## config.mk

```make
export PLATFORM = sky130hd
export DESIGN_NAME = io_panel
export DESIGN_NICKNAME = d
export VERILOG_FILES = /design/src/rtl/io_panel.sv
export SDC_FILE = /design/constraint.sdc
export NUM_CORES = 1
export LEC_CHECK = 0
export CELL_PAD_IN_SITES_DETAIL_PLACEMENT = 0
export CELL_PAD_IN_SITES_GLOBAL_PLACEMENT = 2
export CORE_UTILIZATION = 25
export CTS_BUF_LIST = sky130_fd_sc_hd__clkbuf_2
export CTS_CLUSTER_DIAMETER = 40
export DETAILED_ROUTE_END_ITERATION = 12
export PLACE_DENSITY_LB_ADDON = 0.1
export SYNTH_ARGS = -nofsm -noshare
export SYNTH_HDL_FRONTEND = slang
export SYNTH_SLANG_ARGS = --single-unit
```

## constraint.sdc

```tcl
create_clock -name CLK -period 3.8 [get_ports CLK]
set_input_delay 0.57 -clock CLK [delete_from_list [all_inputs] [get_ports CLK]]
set_output_delay 0.57 -clock CLK [all_outputs]
set_load 0.02 [all_outputs]
```

## src/rtl/io_panel.sv

```systemverilog
// Board I/O front end: tick divider, input sync/debounce with press pulses,
// LED mirror, and hex display driven both in parallel and as a scanned bus.
module io_panel #(
  parameter int unsigned CLK_DIV        = 1000,
  parameter int unsigned N_SW           = 4,
  parameter int unsigned N_BTN          = 4,
  parameter int unsigned DEBOUNCE_TICKS = 16,
  parameter int unsigned N_DIGITS       = 2,
  parameter bit          ACTIVE_LOW     = 1'b0
) (
  input  logic                  CLK,
  input  logic                  Reset,
  input  logic [N_SW-1:0]       Slide_Switch,
  input  logic [N_BTN-1:0]      Button,
  input  logic [4*N_DIGITS-1:0] Result,
  input  logic [N_DIGITS-1:0]   Dp,
  input  logic [3:0]            State,
  input  logic                  Blank,
  output logic [N_SW-1:0]       User_Input0,
  output logic [N_BTN-1:0]      User_Input1,
  output logic [N_BTN-1:0]      Button_Press,
  output logic                  Tick,
  output logic [3:0]            LED,
  output logic [8*N_DIGITS-1:0] Segment_Par,
  output logic [7:0]            Segment_Scan,
  output logic [N_DIGITS-1:0]   Digit_En
);

  localparam int unsigned N_IN  = N_SW + N_BTN;
  localparam int unsigned CNT_W = $clog2(CLK_DIV);
  localparam int unsigned DB_W  = $clog2(DEBOUNCE_TICKS + 1);
  localparam int unsigned IDX_W = (N_DIGITS > 1) ? $clog2(N_DIGITS) : 1;
  localparam int unsigned SEG_W = 8 * N_DIGITS;

  logic [CNT_W-1:0]      div_q, div_d;
  logic                  tick_q, tick_d;
  logic [N_IN-1:0]       sync1_q, sync1_d, sync2_q, sync2_d, deb_q, deb_d;
  logic [DB_W-1:0]       dbc_q [N_IN];
  logic [DB_W-1:0]       dbc_d [N_IN];
  logic [N_BTN-1:0]      btn_last_q, btn_last_d, press_q, press_d;
  logic [3:0]            led_q, led_d;
  logic [4*N_DIGITS-1:0] res_q, res_d;
  logic [N_DIGITS-1:0]   dp_q, dp_d;
  logic                  blank_q, blank_d, valid_q, valid_d;
  logic [IDX_W-1:0]      idx_q, idx_d;
  logic [SEG_W-1:0]      seg_par_q, seg_par_d, seg_act_c;
  logic [7:0]            seg_scan_q, seg_scan_d, scan_act_c;
  logic [N_DIGITS-1:0]   dig_en_q, dig_en_d, en_act_c;

  function automatic logic [6:0] hex7(input logic [3:0] v);
    case (v)
      4'h0: hex7 = 7'h3F;  4'h1: hex7 = 7'h06;  4'h2: hex7 = 7'h5B;  4'h3: hex7 = 7'h4F;
      4'h4: hex7 = 7'h66;  4'h5: hex7 = 7'h6D;  4'h6: hex7 = 7'h7D;  4'h7: hex7 = 7'h07;
      4'h8: hex7 = 7'h7F;  4'h9: hex7 = 7'h6F;  4'hA: hex7 = 7'h77;  4'hB: hex7 = 7'h7C;
      4'hC: hex7 = 7'h39;  4'hD: hex7 = 7'h5E;  4'hE: hex7 = 7'h79;  default: hex7 = 7'h71;
    endcase
  endfunction

  // Tick is registered one count early so it is high while the counter sits at CLK_DIV-1.
  always_comb begin
    div_d  = (div_q == CNT_W'(CLK_DIV - 1)) ? '0 : div_q + CNT_W'(1);
    tick_d = (div_q == CNT_W'(CLK_DIV - 2));
  end

  // Synchronise switches (low bits) and buttons (high bits), then debounce on Tick.
  always_comb begin
    sync1_d    = {Button, Slide_Switch};
    sync2_d    = sync1_q;
    deb_d      = deb_q;
    dbc_d      = dbc_q;
    if (tick_q) begin
      for (int i = 0; i < int'(N_IN); i++) begin
        if (sync2_q[i] != deb_q[i]) begin
          if (dbc_q[i] == DB_W'(DEBOUNCE_TICKS - 1)) begin
            deb_d[i] = sync2_q[i];
            dbc_d[i] = '0;
          end else begin
            dbc_d[i] = dbc_q[i] + DB_W'(1);
          end
        end else begin
          dbc_d[i] = '0;
        end
      end
    end
    btn_last_d = deb_q[N_IN-1:N_SW];
    press_d    = deb_q[N_IN-1:N_SW] & ~btn_last_q;
    led_d      = State;
  end

  // Snapshot display inputs on Tick; scan index holds at 0 until the first snapshot lands.
  always_comb begin
    res_d   = res_q;
    dp_d    = dp_q;
    blank_d = blank_q;
    valid_d = valid_q;
    idx_d   = idx_q;
    if (tick_q) begin
      res_d   = Result;
      dp_d    = Dp;
      blank_d = Blank;
      valid_d = 1'b1;
      if (valid_q) idx_d = (idx_q == IDX_W'(N_DIGITS - 1)) ? '0 : idx_q + IDX_W'(1);
    end
  end

  // Decode the snapshot and apply output polarity.
  always_comb begin
    seg_act_c  = '0;
    scan_act_c = '0;
    en_act_c   = '0;
    if (valid_q && !blank_q) begin
      for (int k = 0; k < int'(N_DIGITS); k++)
        seg_act_c[8*k +: 8] = {dp_q[k], hex7(res_q[4*k +: 4])};
    end
    for (int k = 0; k < int'(N_DIGITS); k++)
      if (idx_q == IDX_W'(k)) scan_act_c = seg_act_c[8*k +: 8];
    if (valid_q) en_act_c = N_DIGITS'(1) << idx_q;
    seg_par_d  = seg_act_c ^ {SEG_W{ACTIVE_LOW}};
    seg_scan_d = scan_act_c ^ {8{ACTIVE_LOW}};
    dig_en_d   = en_act_c ^ {N_DIGITS{ACTIVE_LOW}};
  end

  always_ff @(posedge CLK or posedge Reset) begin
    if (Reset) begin
      div_q      <= '0;
      tick_q     <= 1'b0;
      sync1_q    <= '0;
      sync2_q    <= '0;
      deb_q      <= '0;
      for (int i = 0; i < int'(N_IN); i++) dbc_q[i] <= '0;
      btn_last_q <= '0;
      press_q    <= '0;
      led_q      <= '0;
      res_q      <= '0;
      dp_q       <= '0;
      blank_q    <= 1'b0;
      valid_q    <= 1'b0;
      idx_q      <= '0;
      seg_par_q  <= {SEG_W{ACTIVE_LOW}};
      seg_scan_q <= {8{ACTIVE_LOW}};
      dig_en_q   <= {N_DIGITS{ACTIVE_LOW}};
    end else begin
      div_q      <= div_d;
      tick_q     <= tick_d;
      sync1_q    <= sync1_d;
      sync2_q    <= sync2_d;
      deb_q      <= deb_d;
      dbc_q      <= dbc_d;
      btn_last_q <= btn_last_d;
      press_q    <= press_d;
      led_q      <= led_d;
      res_q      <= res_d;
      dp_q       <= dp_d;
      blank_q    <= blank_d;
      valid_q    <= valid_d;
      idx_q      <= idx_d;
      seg_par_q  <= seg_par_d;
      seg_scan_q <= seg_scan_d;
      dig_en_q   <= dig_en_d;
    end
  end

  assign User_Input0  = deb_q[N_SW-1:0];
  assign User_Input1  = deb_q[N_IN-1:N_SW];
  assign Button_Press = press_q;
  assign Tick         = tick_q;
  assign LED          = led_q;
  assign Segment_Par  = seg_par_q;
  assign Segment_Scan = seg_scan_q;
  assign Digit_En     = dig_en_q;

endmodule

```

==> results of run 1 <==
## worst max-delay path by stage
stage | start | end | cells after the start
4_1_cts | deb_q[4] | User_Input1[0] | 1
2_1_floorplan | Reset | Button_Press[0] | 1
6_report | deb_q[4] | User_Input1[0] | 1
3_3_place_gp | Reset | Button_Press[2] | 3
3_5_place_dp | Reset | btn_last_q[2] | 3
5_1_grt | deb_q[4] | User_Input1[0] | 1
## metrics by stage
stage                     hold slack (ns)  cell area (um2)
after floorplan                     0.331             5500
after global placement              0.331             6460
after global routing                0.181             6710
after detailed placement            0.335             6460
final                               0.283             6710
after CTS                           0.182             6700
## cells in the mapped netlist (all sizes together)
| master | number | area [um2] |
|---|---|---|
| a211oi | 2 | 15.0 |
| a21boi | 16 | 120 |
| a21o | 4 | 30.0 |
| a21oi | 9 | 45.0 |
| a221oi | 2 | 17.5 |
| a22o | 1 | 8.76 |
| a22oi | 1 | 7.51 |
| a311oi | 1 | 8.76 |
| a31oi | 4 | 25.0 |
| a32oi | 1 | 8.76 |
| a41o | 1 | 10.0 |
| and2 | 3 | 21.3 |
| and3 | 9 | 58.8 |
| and4 | 1 | 8.76 |
| and4bb | 2 | 25.0 |
| buf | 12 | 71.3 |
| clkbuf | 7 | 26.3 |
| dfrtp | 126 | 3150 |
| ha | 22 | 275 |
| inv | 28 | 105 |
| mux2 | 24 | 270 |
| mux2i | 15 | 150 |
| mux4 | 2 | 45.0 |
| nand2 | 44 | 165 |
| nand2b | 5 | 31.3 |
| nand3 | 31 | 155 |
| nor2 | 30 | 113 |
| nor2b | 14 | 87.6 |
| nor3 | 5 | 25.0 |
| nor3b | 2 | 15.0 |
| nor4 | 1 | 6.26 |
| o2111ai | 1 | 8.76 |
| o211ai | 4 | 30.0 |
| o21a | 5 | 37.5 |
| o21ai | 22 | 110 |
| o22ai | 8 | 50.1 |
| o31ai | 3 | 22.5 |
| o32ai | 1 | 8.76 |
| or2 | 1 | 6.26 |
| xnor2 | 4 | 35.0 |
| xor2 | 9 | 78.8 |
## cells by family after synthesis
kind of cell | share of synthesized area
flip-flops | 0.574
AND/OR/NAND/NOR | 0.131
buffers and inverters | 0.0369
multiplexers | 0.0847
AO/OA/AOI/OAI | 0.103
adder cells (fa/ha/maj) | 0.0501
XOR/XNOR | 0.0207
## sequential cells by signal, summed over array words and instances (netlist names), 8 cells and up
name,cells
Segment_Scan,8
Segment_Par,16
dbc_q,40
sync2_q,8
res_q,8
deb_q,8
sync1_q,8
div_q,10
## power by group
group	internal, W	switching (W)
clock	0.000358	0.000517
sequential	0.00135	0.00000440
combinational	0.0000344	0.0000446
total	0.00175	0.000566
## area by class of cell
type | instances | area (um2)
clock inverters | 14 | 150
flip-flops and latches | 126 | 3150
fillers | 2171 | 14600
clock buffers | 18 | 90.1
diodes | 1 | 2.50
inverters | 28 | 109
well taps | 275 | 344
multi-input cells | 310 | 2140
repair buffers | 70 | 718
## layer usage
| metal | vias up | wire length, um | track usage |
|---|---|---|---|
| li1 | 1808 | - | - |
| met1 | 1790 | 5210 | 0.134 |
| met2 | 58 | 5220 | 0.177 |
| met3 | 13 | 445 | 0.0297 |
| met4 | 0 | 212 | 0.0485 |
| met5 | - | 0 | 0 |
==> impl_metrics.env, run 1 <==
export IMPL_drc=0
export IMPL_leakagePower_nw=3.05
export IMPL_numCtsBuffers=17
export IMPL_grt_max_degree=89
export IMPL_final_common_cell="dfrtp_1"
export IMPL_hold_end="sync1_q[0]"
export IMPL_coreArea_um2=21300
export IMPL_utilization=0.315
export IMPL_min_period_ns=2.33
export IMPL_synth_distinct_cells=47
export IMPL_fmax_mhz=430
export IMPL_cts_hold_buf=0
export IMPL_setup_violations_final=0
export IMPL_final_nets=600
export IMPL_postSynthCellCount=483
export IMPL_portBuffers=67
export IMPL_max_stage_delay_ns=0.63
export IMPL_drtIter0Drc=158
export IMPL_syn_nets=530
export IMPL_worstRegToRegCells=6
export IMPL_place_congestion=0.730
export IMPL_syn_area_per_cell_um2=11.4
export IMPL_syn_area_um2=5490
export IMPL_yosys_warnings=0
export IMPL_cp_top_family="buffers and inverters"
export IMPL_finalClockSkew_ns=0.0261
export IMPL_layout_common_cells="125 x dfrtp_1, 67 x clkdlybuf4s50_1, 44 x nand2_1, 31 x nand3_1, 30 x nor2_1"
export IMPL_cts_tree="built"
export IMPL_die_y_um=150
export IMPL_area_growth_pct=22.1
export IMPL_cp_max_fo=5
export IMPL_rows=53
export IMPL_clockBufferDepth=2
export IMPL_drv_cap=0
export IMPL_required_ns=3.23
export IMPL_power_per_cell_area_nw_per_um2=345
export IMPL_power_total_w=0.00231
export IMPL_grtUsageTotal=0.109
export IMPL_die_w_um=150
export IMPL_min_period_over_period=0.612
export IMPL_vias_per_cell=4.36
export IMPL_synth_seq_area_share=0.574
export IMPL_fin_setup_tns_ns=0
export IMPL_crit_path_cell_trace="clkdlybuf4s50_1"
export IMPL_final_cells=842
export IMPL_vias=3669
export IMPL_hold_path_class="in2reg"
export IMPL_status="complete, no violations"
export IMPL_routed_wl_um=11100
export IMPL_detail_route_antenna_nets=0
export IMPL_dpl_cell_count=809
export IMPL_post_place_ws_ns=1.81
export IMPL_clock_latency_ns=0.68
export IMPL_post_cts_setup_buffer_count=0
export IMPL_rrSetupSlack_ns=2.03
export IMPL_detail_route_wl_per_cell_um=13.2
export IMPL_firstDrtPassIters=4
export IMPL_overflow=0
export IMPL_path_class="reg2out"
export IMPL_setup_slack_ns=1.47
export IMPL_startpoint_type="register"
export IMPL_dieArea_um2=22600
export IMPL_worstHoldStart="Slide_Switch[0]"
export IMPL_worst_path_buf_inv=1
export IMPL_ios=68
export IMPL_grt_pass1_vias=3809
export IMPL_worstPathArrival_ns=1.76
export IMPL_cts_resized=0
export IMPL_start_util=0.258
export IMPL_reg2reg_from="res_q[4]"
export IMPL_slew_headroom=0.425
export IMPL_whs_path_depth=1
export IMPL_critPathCaptureType="primary output"
export IMPL_r2r_end="Segment_Scan[4]"
export IMPL_tightestPinTransition_ns=0.863
export IMPL_hold_viol=0
export IMPL_ys_seq_elements=126
export IMPL_slew_viol_final=0
export IMPL_htree_levels=4
export IMPL_rsz0062_at_grt="no"
export IMPL_antenna_found_initial=1
export IMPL_vdd_ir_drop_max_v=0.000141
export IMPL_place_hpwl_um=7370
export IMPL_root_buffer="clkbuf_2"
export IMPL_drive_gt1_frac=0.113
export IMPL_cts_clk_slew_worst_paths_ns=0.20
export IMPL_slowest_stage="clkdlybuf4s50_1"
export IMPL_cts_sinks=126
export IMPL_grt_pass1_wl_um=18800
Note: power is estimated with default switching activity, not from simulation.
==> run 2: changes to the inputs <==
- clock period: 3.8 -> 2.1 ns (I/O delays scaled with it)
==> run 2 against run 1 <==
- setup slack worse by 1.3 ns
- first-iteration DRC count up 1.9%
- critical path depth unchanged
- non-clock buffer count up 19
- sequential power up 81%
- global-route usage up 0.24 points
- clock-buffer cell count up 5
- clock power up 78%
- die area unchanged
- flip-flop and latch count unchanged
- core utilization up 0.94 points
- combinational power up 110%
- critical path type unchanged
- largest power group unchanged
==> impl_metrics.env, run 2 (same netlist as run 1, synthesis figures left out) <==
export IMPL_cts_tree="built"
export IMPL_vdd_ir_drop_max_v=0.000274
export IMPL_drc=0
export IMPL_final_nets=619
export IMPL_post_place_ws_ns=0.451
export IMPL_antenna_found_initial=1
export IMPL_area_growth_pct=25.7
export IMPL_detail_route_antenna_nets=0
export IMPL_fillers=2175
export IMPL_routed_wl_um=11200
export IMPL_crit_path_cell_trace="clkdlybuf4s50_1"
export IMPL_final_common_cell="dfrtp_1"
export IMPL_slowest_stage="clkdlybuf4s50_1"
export IMPL_max_stage_delay_ns=0.60
export IMPL_cts_sinks=126
export IMPL_min_period_ns=1.95
export IMPL_clock_latency_ns=0.68
export IMPL_vias=3799
export IMPL_fmax_mhz=512
export IMPL_power_per_cell_area_nw_per_um2=606
export IMPL_dieArea_um2=22600
export IMPL_setup_slack_ns=0.148
export IMPL_numCtsBuffers=17
export IMPL_seq_area_um2=3150
export IMPL_fin_setup_tns_ns=0
export IMPL_place_congestion=0.743
export IMPL_rows=53
export IMPL_required_ns=1.78
export IMPL_finalClockSkew_ns=0.0220
export IMPL_worstPathArrival_ns=1.64
export IMPL_start_util=0.258
export IMPL_grt_pass1_vias=3870
export IMPL_status="complete, no violations"
export IMPL_p_int_w=0.00321
export IMPL_rsz0062_at_grt="no"
export IMPL_slew_headroom=0.643
export IMPL_ios=68
export IMPL_htree_levels=4
export IMPL_die_w_um=150
export IMPL_layout_common_cells="125 x dfrtp_1, 44 x nand2_1, 41 x clkdlybuf4s50_1, 31 x nand3_1, 30 x nor2_1"
export IMPL_hold_viol=0
export IMPL_pwr_share_seq=0.587
export IMPL_hold_path_class="in2reg"
export IMPL_power_total_w=0.00418
export IMPL_drtIter0Drc=161
export IMPL_drive_gt1_frac=0.123
export IMPL_slew_viol_final=0
export IMPL_firstDrtPassIters=5
export IMPL_cts_clk_slew_worst_paths_ns=0.19
export IMPL_regMostFlops="dbc_q"
export IMPL_dpl_cell_count=815
export IMPL_worst_path_buf_inv=1
export IMPL_drv_cap=0
export IMPL_coreArea_um2=21300
export IMPL_grt_max_degree=55
export IMPL_overflow=0
export IMPL_largest_register_ffs=40
export IMPL_root_buffer="clkbuf_2"
export IMPL_final_cells=861
export IMPL_detail_route_wl_per_cell_um=13.0
export IMPL_cp_max_fo=1
export IMPL_clockBufferDepth=2
export IMPL_cp_top_family="buffers and inverters"
export IMPL_clockPowerShare=0.373
export IMPL_setup_violations_final=0
export IMPL_tightestPinTransition_ns=0.535
export IMPL_place_hpwl_um=7630
export IMPL_leakagePower_nw=3.44
export IMPL_multi_input_area_um2=2140
export IMPL_min_period_over_period=0.930
export IMPL_grtUsageTotal=0.111
export IMPL_startpoint_type="register"
export IMPL_vias_per_cell=4.41
export IMPL_portBuffers=67
export IMPL_pwr_share_comb=0.040
export IMPL_path_class="reg2out"
export IMPL_critPathCaptureType="primary output"
export IMPL_post_cts_setup_buffer_count=0
export IMPL_die_y_um=150
export IMPL_switching_share=0.233
export IMPL_grt_pass1_wl_um=19300
export IMPL_net_switching_power_w=0.000974
[run 2: changes by cell type in the layout (fill, tap and decap cells not counted), sizes merged]
| cell | delta |
|---|---|
| buf | +6 |
| clkbuf | +5 |
| clkdlybuf4s50 | -26 |
| clkinv | -4 |
| clkinvlp | -1 |
| dlygate4sd2 | +12 |
| dlygate4sd3 | +13 |
| dlymetal6s2s | +14 |
[run 2: power by group through the flow]
stage	combinational (W)	sequential, W	clock [W]
6_report	0.000169	0.00246	0.00156
5_1_grt	0.000190	0.00246	0.00176
4_1_cts	0.000178	0.00246	0.00166
3_5_place_dp	0.000158	0.00250	0
3_3_place_gp	0.000157	0.00250	0
2_1_floorplan	0.0000580	0.00250	0
[run 2: through the flow]
step	hold slack, ns	instance area, um2	utilization
6_report	0.199	6910	0.324
5_1_grt	0.125	6910	0.324
4_1_cts	0.0927	6870	0.323
3_5_place_dp	0.335	6520	0.306
3_3_place_gp	0.332	6520	0.306
2_1_floorplan	0.331	5500	-
[run 2: final timing paths]
check | startpoint | to | slack (ns) | depth (start not counted)
max reg2reg | res_q[1] | Segment_Scan[3] | 0.45 | 5
min | Dp[0] | dp_q[0] | 0.20 | 3
max | Button_Press[0] | Button_Press[0] | 0.15 | 1
min reg2reg | sync1_q[2] | sync2_q[2] | 0.36 | 0
min in group asynchronous | Reset | Button_Press[0] | 0.49 | 3
max in group asynchronous | Reset | dbc_q[22] | 1.00 | 4
[run 2: worst min-delay path, stage by stage]
cell and delay [ns]:
clkdlybuf4s50_1 0.40, nand2_1 0.06, o21ai_0 0.07
[run 2: area by class of cell]
type	instances	share of cell area
Timing Repair Buffer	89	0.134
Antenna cell	1	0.000362
Clock inverter	9	0.0170
Sequential cell	126	0.457
Multi-Input combinational cell	310	0.309
Clock buffer	23	0.0167
Inverter	28	0.0158
Tap cell	275	0.0498
[run 2: metal layers]
| layer | wire [um] | GRT usage | share of wire | up-vias |
|---|---|---|---|---|
| li1 | - | - | - | 1851 |
| met1 | 5480 | 0.139 | 0.49 | 1863 |
| met2 | 5140 | 0.177 | 0.46 | 71 |
| met3 | 387 | 0.0300 | 0.034 | 14 |
| met4 | 221 | 0.0530 | 0.020 | 0 |
| met5 | 0 | 0 | 0 | - |
[run 2: timing repair]
item / in CTS / in global routing
hold buffers: 13 / 0
endpoints found under the hold margin: 21 / 0
gates resized for setup: 12 / 14
setup endpoints to repair: 12 / 14
==> run 3: changes to the inputs <==
- CTS_CLUSTER_SIZE: default -> 24
- GPL_ROUTABILITY_DRIVEN: default -> 0
==> results of run 3 <==
Final layout, timing and power as in run 2 (identical DEF).
